`config.mk`:
```
export PLATFORM = sky130hd
export DESIGN_NAME = pipe_stage_elastic
export DESIGN_NICKNAME = d
export VERILOG_FILES = /design/src/rtl/pipe_stage_elastic_pkg.sv /design/src/rtl/pipe_stage_elastic_slot.sv /design/src/rtl/pipe_stage_elastic.sv
export SDC_FILE = /design/constraint.sdc
export NUM_CORES = 1
export LEC_CHECK = 0
export ABC_AREA = 1
export BUFFER_PORTS_ARGS = -buffer_cell sky130_fd_sc_hd__buf_2
export CAP_MARGIN = 10
export CORE_AREA = 2 2 192 194
export DETAILED_ROUTE_END_ITERATION = 7
export DIE_AREA = 0 0 194 196
export PLACE_DENSITY = 0.73
export SLEW_MARGIN = 5
export SYNTH_ARGS = -nofsm -noshare
export SYNTH_HDL_FRONTEND = slang
export SYNTH_HIERARCHICAL = 1
export SYNTH_SLANG_ARGS = --single-unit
```
`constraint.sdc`:
```
create_clock -name clock -period 13.3 [get_ports clock]
set_input_delay 1.995 -clock clock [delete_from_list [all_inputs] [get_ports clock]]
set_output_delay 1.995 -clock clock [all_outputs]
set_load 0.03 [all_outputs]
```
`src/rtl/pipe_stage_elastic_pkg.sv`:
```
// Shared pipeline-stage definitions: handshake FSM states and per-stage bundle widths.
package pipe_pkg;

    typedef enum logic [1:0] {
        EMPTY = 2'd0,
        ONE   = 2'd1,
        TWO   = 2'd2
    } stage_state_t;

    localparam int XLEN       = 32;
    localparam int REG_ADDR_W = 5;

    // Data bundles: operands, PC, immediate, PC+4 plus register indices.
    localparam int IF_ID_CTRL_W  = 1;
    localparam int IF_ID_DATA_W  = 3 * XLEN;
    localparam int ID_EX_CTRL_W  = 10;
    localparam int ID_EX_DATA_W  = 5 * XLEN + 3 * REG_ADDR_W;
    localparam int EX_MEM_CTRL_W = 5;
    localparam int EX_MEM_DATA_W = 4 * XLEN + REG_ADDR_W;
    localparam int MEM_WB_CTRL_W = 3;
    localparam int MEM_WB_DATA_W = 3 * XLEN + REG_ADDR_W;

    function automatic logic [31:0] sat_inc(input logic [31:0] v);
        return (&v) ? v : v + 32'd1;
    endfunction

endpackage

```
`src/rtl/pipe_stage_elastic_slot.sv`:
```
// One storage entry (control + data) of the elastic stage; clear beats load.
module pipe_slot
    import pipe_pkg::*;
#(
    parameter int CTRL_W     = ID_EX_CTRL_W,
    parameter int DATA_W     = ID_EX_DATA_W,
    parameter int CLEAR_DATA = 1
) (
    input  logic              clock,
    input  logic              reset,
    input  logic              load,
    input  logic              clear,
    input  logic [CTRL_W-1:0] ctrl_in,
    input  logic [DATA_W-1:0] data_in,
    output logic [CTRL_W-1:0] ctrl_q,
    output logic [DATA_W-1:0] data_q
);

    logic [CTRL_W-1:0] ctrl_d;
    logic [DATA_W-1:0] data_d;

    always_comb begin
        ctrl_d = ctrl_q;
        data_d = data_q;
        if (clear) begin
            ctrl_d = '0;
            if (CLEAR_DATA != 0) data_d = '0;
        end else if (load) begin
            ctrl_d = ctrl_in;
            data_d = data_in;
        end
    end

    // Reset always zeroes data, even when clears leave it stale.
    always_ff @(posedge clock or posedge reset) begin
        if (reset) begin
            ctrl_q <= '0;
            data_q <= '0;
        end else begin
            ctrl_q <= ctrl_d;
            data_q <= data_d;
        end
    end

endmodule

```
`src/rtl/pipe_stage_elastic.sv`:
```
// Elastic valid/ready pipeline register with a 2-entry skid buffer and flush.
// Define PIPE_STAGE_PERF_EN to add saturating stall_cnt / flush_cnt outputs.
module pipe_stage_elastic
    import pipe_pkg::*;
#(
    parameter int CTRL_W     = ID_EX_CTRL_W,
    parameter int DATA_W     = ID_EX_DATA_W,
    parameter int CLEAR_DATA = 1
) (
    input  logic              clock,
    input  logic              reset,
    input  logic              flush,
    input  logic              valid_in,
    output logic              ready_out,
    input  logic [CTRL_W-1:0] ctrl_in,
    input  logic [DATA_W-1:0] data_in,
    output logic              valid_out,
    input  logic              ready_in,
    output logic [CTRL_W-1:0] ctrl_out,
    output logic [DATA_W-1:0] data_out
`ifdef PIPE_STAGE_PERF_EN
    ,
    output logic [31:0]       stall_cnt,
    output logic [31:0]       flush_cnt
`endif
);

    stage_state_t      state_q, state_d;
    logic              ready_q, ready_d;
    logic              in_fire, out_fire;
    logic              m_load, m_clear, m_from_s, s_load, s_clear;
    logic [CTRL_W-1:0] s_ctrl, m_ctrl_src;
    logic [DATA_W-1:0] s_data, m_data_src;

    assign in_fire  = valid_in & ready_q;
    assign out_fire = valid_out & ready_in;

    always_comb begin
        state_d  = state_q;
        m_load   = 1'b0;
        m_clear  = 1'b0;
        m_from_s = 1'b0;
        s_load   = 1'b0;
        s_clear  = 1'b0;
        if (flush) begin
            state_d = EMPTY;
            m_clear = 1'b1;
            s_clear = 1'b1;
        end else begin
            unique case (state_q)
                EMPTY: if (in_fire) begin
                    m_load  = 1'b1;
                    state_d = ONE;
                end
                ONE: begin
                    if (in_fire && out_fire) begin
                        m_load = 1'b1;
                    end else if (in_fire) begin
                        s_load  = 1'b1;
                        state_d = TWO;
                    end else if (out_fire) begin
                        m_clear = 1'b1;
                        state_d = EMPTY;
                    end
                end
                TWO: if (out_fire) begin
                    m_load   = 1'b1;
                    m_from_s = 1'b1;
                    s_clear  = 1'b1;
                    state_d  = ONE;
                end
                default: state_d = EMPTY;
            endcase
        end
        ready_d = (state_d != TWO);
    end

    assign m_ctrl_src = m_from_s ? s_ctrl : ctrl_in;
    assign m_data_src = m_from_s ? s_data : data_in;

    // ready_q resets low and rises on the first edge after release.
    always_ff @(posedge clock or posedge reset) begin
        if (reset) begin
            state_q <= EMPTY;
            ready_q <= 1'b0;
        end else begin
            state_q <= state_d;
            ready_q <= ready_d;
        end
    end

    pipe_slot #(.CTRL_W(CTRL_W), .DATA_W(DATA_W), .CLEAR_DATA(CLEAR_DATA)) u_main (
        .clock   (clock),
        .reset   (reset),
        .load    (m_load),
        .clear   (m_clear),
        .ctrl_in (m_ctrl_src),
        .data_in (m_data_src),
        .ctrl_q  (ctrl_out),
        .data_q  (data_out)
    );

    pipe_slot #(.CTRL_W(CTRL_W), .DATA_W(DATA_W), .CLEAR_DATA(CLEAR_DATA)) u_skid (
        .clock   (clock),
        .reset   (reset),
        .load    (s_load),
        .clear   (s_clear),
        .ctrl_in (ctrl_in),
        .data_in (data_in),
        .ctrl_q  (s_ctrl),
        .data_q  (s_data)
    );

    assign ready_out = ready_q;
    assign valid_out = (state_q != EMPTY);

`ifdef PIPE_STAGE_PERF_EN
    logic [31:0] stall_cnt_q, stall_cnt_d;
    logic [31:0] flush_cnt_q, flush_cnt_d;

    always_comb begin
        stall_cnt_d = stall_cnt_q;
        flush_cnt_d = flush_cnt_q;
        if (valid_out && !ready_in)        stall_cnt_d = sat_inc(stall_cnt_q);
        if (flush && (state_q != EMPTY))   flush_cnt_d = sat_inc(flush_cnt_q);
    end

    always_ff @(posedge clock or posedge reset) begin
        if (reset) begin
            stall_cnt_q <= '0;
            flush_cnt_q <= '0;
        end else begin
            stall_cnt_q <= stall_cnt_d;
            flush_cnt_q <= flush_cnt_d;
        end
    end

    assign stall_cnt = stall_cnt_q;
    assign flush_cnt = flush_cnt_q;
`endif

endmodule
```
==> flow_summary.json, run 1 <==
{
  "status": "finished clean",
  "rows": 70,
  "post_cts_buffers": 0,
  "port_buffers": 376,
  "power_w": 0.00257,
  "synth_top_area_share_pct": 52.4,
  "postRouteAntennaNets": 0,
  "synth_ff_type": "dfrtp_1",
  "wl_per_cell_um": 16.1,
  "grt_pass1_vias": 15500,
  "dpl_cell_area_um2": 19300,
  "cts_hold_buf": 0,
  "cts_buffers": 41,
  "cts_tree": "done",
  "crit_fanout": 109,
  "root_buffer": "clkbuf_16",
  "hold_viol": 0,
  "fin_skew_ns": 0.0211,
  "layout_worst_path_cycle_share_pct": 38.0,
  "cap_violations": 0,
  "io_pins": 377,
  "multi_input_comb_area_um2": 6580,
  "final_area_um2": 20500,
  "async_flop_share_pct": 100,
  "slew_headroom_pct": 14.2,
  "insertion_delay_ns": 0.55,
  "synthTopCellsByCount": "933 x nand2_1, 373 x dfrtp_1, 372 x nand3_1",
  "totalWireLength_um": 48700,
  "final-max-slew-violation-count": 0,
  "netlist_area_um2": 17800,
  "drive_above_1_share_pct": 19.9,
  "die_w_um": 194,
  "area_growth_pct": 15.3,
  "ctsLongestPathBuffers": 3,
  "path_buf_inv": 5,
  "post-route-drc-count": 0,
  "max-vdd-ir-drop_mv": 0.107,
  "nFillCells": 3408,
  "cp.arrival_ns": 5.53,
  "cts_resized": 0,
  "nets": 2697,
  "setup_viol": 0,
  "synth_cell_type_count": 20,
  "path_class": "primary input to flop",
  "vias": 15600,
  "rsz0062_at_grt": "false",
  "antenna_found_initial": 18,
  "htree_levels": 2,
  "end_kind": "flop",
  "seqCellArea_um2": 9330,
  "synth.area.top_cells": "dfrtp_1 52%, nand2_1 20%, nand3_1 10%",
  "worstPathRequired_ns": 13.78,
  "synth_edf_count": 0,
  "die_area_um2": 38000,
  "grt_pass1_wl_um": 80200,
  "setup_tns_ns": 0,
  "post_synth.cell_area_avg_um2": 7.97,
  "fin_crit_ns": 5.06,
  "yosysSeqAreaShare_pct": 52.4,
  "grt_max_degree": 187,
  "initial_core_util_pct": 49.4,
  "track_usage_pct": 25.8,
  "netlist_instances": 2235,
  "leakagePower_nw": 11.7,
  "ys_warn_count": 6,
  "fp.dieH_um": 196,
  "vias_per_cell": 5.16,
  "critical_path.top_delay_family": "buffers and inverters",
  "slowest_delay_ns": 0.98,
  "coreArea_um2": 36100,
  "overflow": 0,
  "fmax_mhz": 198,
  "clock_sinks": 373,
  "tightest_slew_ns": 1.29,
  "dp_hpwl_um": 29400,
  "syn-num-nets": 2425,
  "hold_path.class": "flop to flop",
  "path_cells": "buf_2 -> nand2_1 -> inv_1 -> nor2_1 -> nor3_2 -> buf_4 -> nor2_4 -> buf_4 -> buf_4 -> nand2_1 -> nand2_1",
  "synth.largest_area_cell": "dfrtp_1",
  "critPathSlowestCell": "buf_4",
  "power_density_nw_per_um2": 125,
  "crit_path_start_kind": "primary input",
  "drt_iter0_drc": 1004,
  "place.gp.congestion": 0.857,
  "dr.pass1.iters": 5,
  "ys_seq_elements": 373,
  "path_clk_slew_ns": 0.06,
  "synth_most_common_cell": "nand2_1"
}
stage by stage:
step	utilization (%)	hold WS, ns	setup slack, ns	std cells
6_report	56.9	0.466	8.24	3014
3_5_place_dp	53.4	0.453	7.67	2931
5_1_grt	56.9	0.483	8.00	3013
3_3_place_gp	53.4	0.449	7.87	2931
4_1_cts	56.7	0.468	8.24	3000
2_1_floorplan	-	0.442	6.28	2235
final cells by class:
| type | count | area share [%] |
|---|---|---|
| antenna | 13 | 0.158 |
| clock buffer | 62 | 5.72 |
| clock inverter | 7 | 0.207 |
| inverter | 197 | 3.72 |
| multi-input combinational | 1503 | 32.0 |
| sequential | 373 | 45.5 |
| tap | 468 | 2.85 |
| timing repair buffer | 391 | 9.87 |
layout by cell type, fill, tap and decap left out, types with 2 or more instances in the layout:
cell / count
clkbuf_8: 7
clkinv_2: 5
nor3_2: 2
buf_2: 376
clkbuf_16: 41
o21ai_2: 48
nand3_1: 372
inv_1: 192
o21ai_0: 54
nand2_1: 933
dfrtp_1: 373
buf_4: 13
clkbuf_1: 14
diode_2: 13
nor2_1: 3
inv_8: 2
inv_6: 4
o21ai_1: 85
nor2_4: 3
logic make-up after synthesis:
| family | after synthesis | synth area share, % |
|---|---|---|
| simple gates | 1314 | 30.5 |
| compound gates | 189 | 6.34 |
| flops | 373 | 52.4 |
| buf+inv | 359 | 10.8 |
routing by layer:
layer	wire [um]	GRT usage, %	vias to the layer above
li1	-	-	7554
met1	20600	33.3	7327
met2	22600	42.0	544
met3	3760	6.07	116
met4	1650	10.4	12
met5	72	0	-
power by group:
part | internal [W] | total, W | leakage, nW | switching [W]
Combinational | 0.0000833 | 0.000314 | 5.98 | 0.000231
Sequential | 0.00117 | 0.00120 | 5.14 | 0.0000241
Clock | 0.000606 | 0.00105 | 0.601 | 0.000448
Total | 0.00186 | 0.00257 | 11.7 | 0.000703
path summary, 6_finish.rpt:
path / start / end / slack, ns / cells past startpoint
hold reg to reg: u_main/data_q[135] / u_main/data_q[135] / 0.47 / 2
setup / recovery: valid_in / u_main/data_q[13] / 8.24 / 11
hold / removal: u_main/data_q[135] / u_main/data_q[135] / 0.47 / 2
max in group asynchronous: reset / u_main/data_q[48] / 9.98 / 3
min in group asynchronous: reset / ready_out / 1.40 / 2
setup reg to reg: state_q[0] / u_main/data_q[13] / 9.30 / 11
tightest hold or removal path: cells and delay by family, from the launching register on:
family           cells  cell delay [ns]
flip-flops           1             0.34
AND/OR/NAND/NOR      2             0.09
registers in the layout, indices dropped and copies added, names as in the netlist:
signal	flops
u_main/ctrl_q	10
ready_out	1
state_q	2
u_skid/ctrl_q	10
u_main/data_q	175
u_skid/data_q	175
(Power assumes the default switching activity.)
==> run 2: changes to the inputs <==
ABC_AREA = 0   (was 1)
CORE_AREA = 2 2 194 196   (was 2 2 192 194)
DIE_AREA = 0 0 196 198   (was 0 0 194 196)
PLACE_DENSITY = 0.72   (was 0.73)
clock period = 4.83 ns   (was 13.3 ns; I/O delays follow)
==> flow_summary.json, run 2 <==
{
  "post_cts_buffers": 0,
  "fin_skew_ns": 0.00996,
  "drt_iter0_drc": 599,
  "synth_top_area_share_pct": 51.4,
  "cts_tree": "done",
  "p_comb_share_pct": 13.4,
  "dr.pass1.iters": 5,
  "rr_worst_depth": 6,
  "reg2reg_from": "state_q[1]",
  "ctsLongestPathBuffers": 3,
  "final_area_um2": 21300,
  "path_clk_slew_ns": 0.06,
  "status": "finished clean",
  "final_common_cell": "buf_2",
  "hold_path.class": "primary input to async pin",
  "power_density_nw_per_um2": 335,
  "die_area_um2": 38800,
  "die_w_um": 196,
  "p_sw_share_pct": 26.3,
  "end_kind": "flop",
  "antenna_found_initial": 10,
  "pwr-share-seq_pct": 46.1,
  "synth.area.top_cells": "dfrtp_1 51%, mux2i_1 20%, mux2_4 11%",
  "area_growth_pct": 17.3,
  "setup_tns_ns": 0,
  "vias": 12000,
  "reg_top3": "u_main/data_q (175), u_skid/data_q (175)",
  "htree_levels": 2,
  "final-max-slew-violation-count": 0,
  "synth.largest_area_cell": "dfrtp_1",
  "layout_worst_path_cycle_share_pct": 58.5,
  "insertion_delay_ns": 0.53,
  "postRouteAntennaNets": 0,
  "grt_max_degree": 100,
  "overflow": 0,
  "synthTopCellsByCount": "373 x dfrtp_1, 371 x mux2i_1, 370 x nor2_1",
  "critPathLaunch": "state_q[1]",
  "dpl_cell_area_um2": 20100,
  "final_cell_mix": "376 x buf_2, 373 x dfrtp_1, 371 x mux2i_1",
  "synth_cell_type_count": 27,
  "clock_sinks": 373,
  "crit_path_end": "u_main/data_q[10]",
  "setup_viol": 0,
  "initial_core_util_pct": 49.2,
  "coreArea_um2": 37000,
  "clkPwrFrac_pct": 40.5,
  "reg2reg_slack_ns": 2.00,
  "leakagePower_nw": 10.8,
  "nets": 1961,
  "grt_pass1_vias": 12500,
  "async_flop_share_pct": 100,
  "synth_ff_type": "dfrtp_1",
  "drive_above_1_share_pct": 36.9,
  "grt_pass1_wl_um": 69800,
  "netlist_area_um2": 18200,
  "r2r-end": "u_main/data_q[10]",
  "netlist_instances": 1423,
  "cts_resized": 0,
  "track_usage_pct": 22.6,
  "tightest_slew_ns": 0.997,
  "fp.dieH_um": 198,
  "hold_viol": 0,
  "cts_buffers": 41,
  "path_class": "flop to flop",
  "wl_per_cell_um": 19.4,
  "nFillCells": 3068,
  "vias_per_cell": 5.25,
  "rsz0062_at_grt": "false",
  "crit_fanout": 55,
  "cap_violations": 0,
  "crit_path_start_kind": "flop",
  "fmax_mhz": 354,
  "port_buffers": 376,
  "dp_hpwl_um": 27700,
  "root_buffer": "clkbuf_16",
  "worstPathRequired_ns": 5.23,
  "synth_most_common_cell": "dfrtp_1",
  "totalWireLength_um": 44100,
  "post-route-drc-count": 0,
  "p_int_w": 0.00525,
  "p_sw_w": 0.00188,
  "place.gp.congestion": 0.812,
  "yosysSeqAreaShare_pct": 51.4,
  "post_synth.cell_area_avg_um2": 12.8,
  "ys_warn_count": 6,
  "syn-num-nets": 1613,
  "rows": 71,
  "io_pins": 377,
  "max-vdd-ir-drop_mv": 0.230,
  "cts_hold_buf": 0,
  "cp.arrival_ns": 3.22,
  "slew_headroom_pct": 33.5,
  "fin_crit_ns": 2.83,
  "synth_edf_count": 0,
  "ys_seq_elements": 373
}
==> run 2: changes by cell type after synthesis, moves of 85 or more <==
| cell | previous run | this run |
|---|---|---|
| mux2_4 | 0 | 139 |
| mux2i_1 | 0 | 371 |
| nand2_1 | 933 | 2 |
| nand3_1 | 372 | 1 |
| o21ai_1 | 85 | 0 |
| inv_1 | 194 | 3 |
| nor2_1 | 3 | 370 |
==> run 2: kinds of logic after synthesis <==
| logic type | share of synthesized area (%) |
|---|---|
| mux | 34.8 |
| buf+inv | 5.68 |
| xor+xnor | 0.0482 |
| simple gates | 8.03 |
| flops | 51.4 |
| compound gates | 0.110 |
==> run 2: how the worst min path moves through the flow <==
stage                               to  cells past startpoint
CTS                         state_q[0]                      2
floorplan                    ready_out                      1
global placement    u_main/data_q[126]                      2
global route                state_q[0]                      2
detailed placement    u_main/ctrl_q[1]                      2
finish                      state_q[0]                      2
==> run 2: critical path, stage by stage, from the launching register on <==
cell and delay, ns:
dfrtp_1 0.47, nand3b_1 0.27, or2_4 0.83, buf_4 0.47, mux2_2 0.38, mux2i_1 0.16
nor2_1 0.05
==> run 2: final cells by class <==
type	count	area, um^2	share of cell area, %
sequential	373	9330	43.8
multi-input combinational	942	7850	36.8
timing repair buffer	410	2280	10.7
clock buffer	56	1140	5.36
tap	474	593	2.78
clock inverter	14	76.3	0.358
antenna	8	20.0	0.0939
inverter	3	18.8	0.0881
==> run 2: stage by stage <==
step | worst slack, ns | hold slack [ns] | utilization (%) | total power (W) | instances
after floorplan | 1.73 | 0.478 | - | 0.00401 | 1423
after global placement | 1.71 | 0.497 | 54.2 | 0.00428 | 2201
after detailed placement | 1.64 | 0.503 | 54.3 | 0.00431 | 2202
after CTS | 1.98 | 0.0997 | 57.6 | 0.00722 | 2272
after global routing | 1.86 | 0.114 | 57.7 | 0.00742 | 2279
final | 2.00 | 0.119 | 57.7 | 0.00713 | 2280
==> run 2: metal layers <==
metal | global-route usage, % | routed length (um) | part of all wire [%]
met1 | 29.9 | 18900 | 43
met2 | 36.9 | 21700 | 49
met3 | 4.50 | 2290 | 5.2
met4 | 8.75 | 1310 | 3.0
met5 | 0 | 26 | 0.059
==> run 2: power by group through the flow <==
stage	logic, W	registers, W	clock network [W]
after global placement	0.000943	0.00334	0
after floorplan	0.000512	0.00350	0
after CTS	0.000967	0.00329	0.00297
final	0.000956	0.00329	0.00289
after detailed placement	0.000965	0.00334	0
after global routing	0.00103	0.00330	0.00309
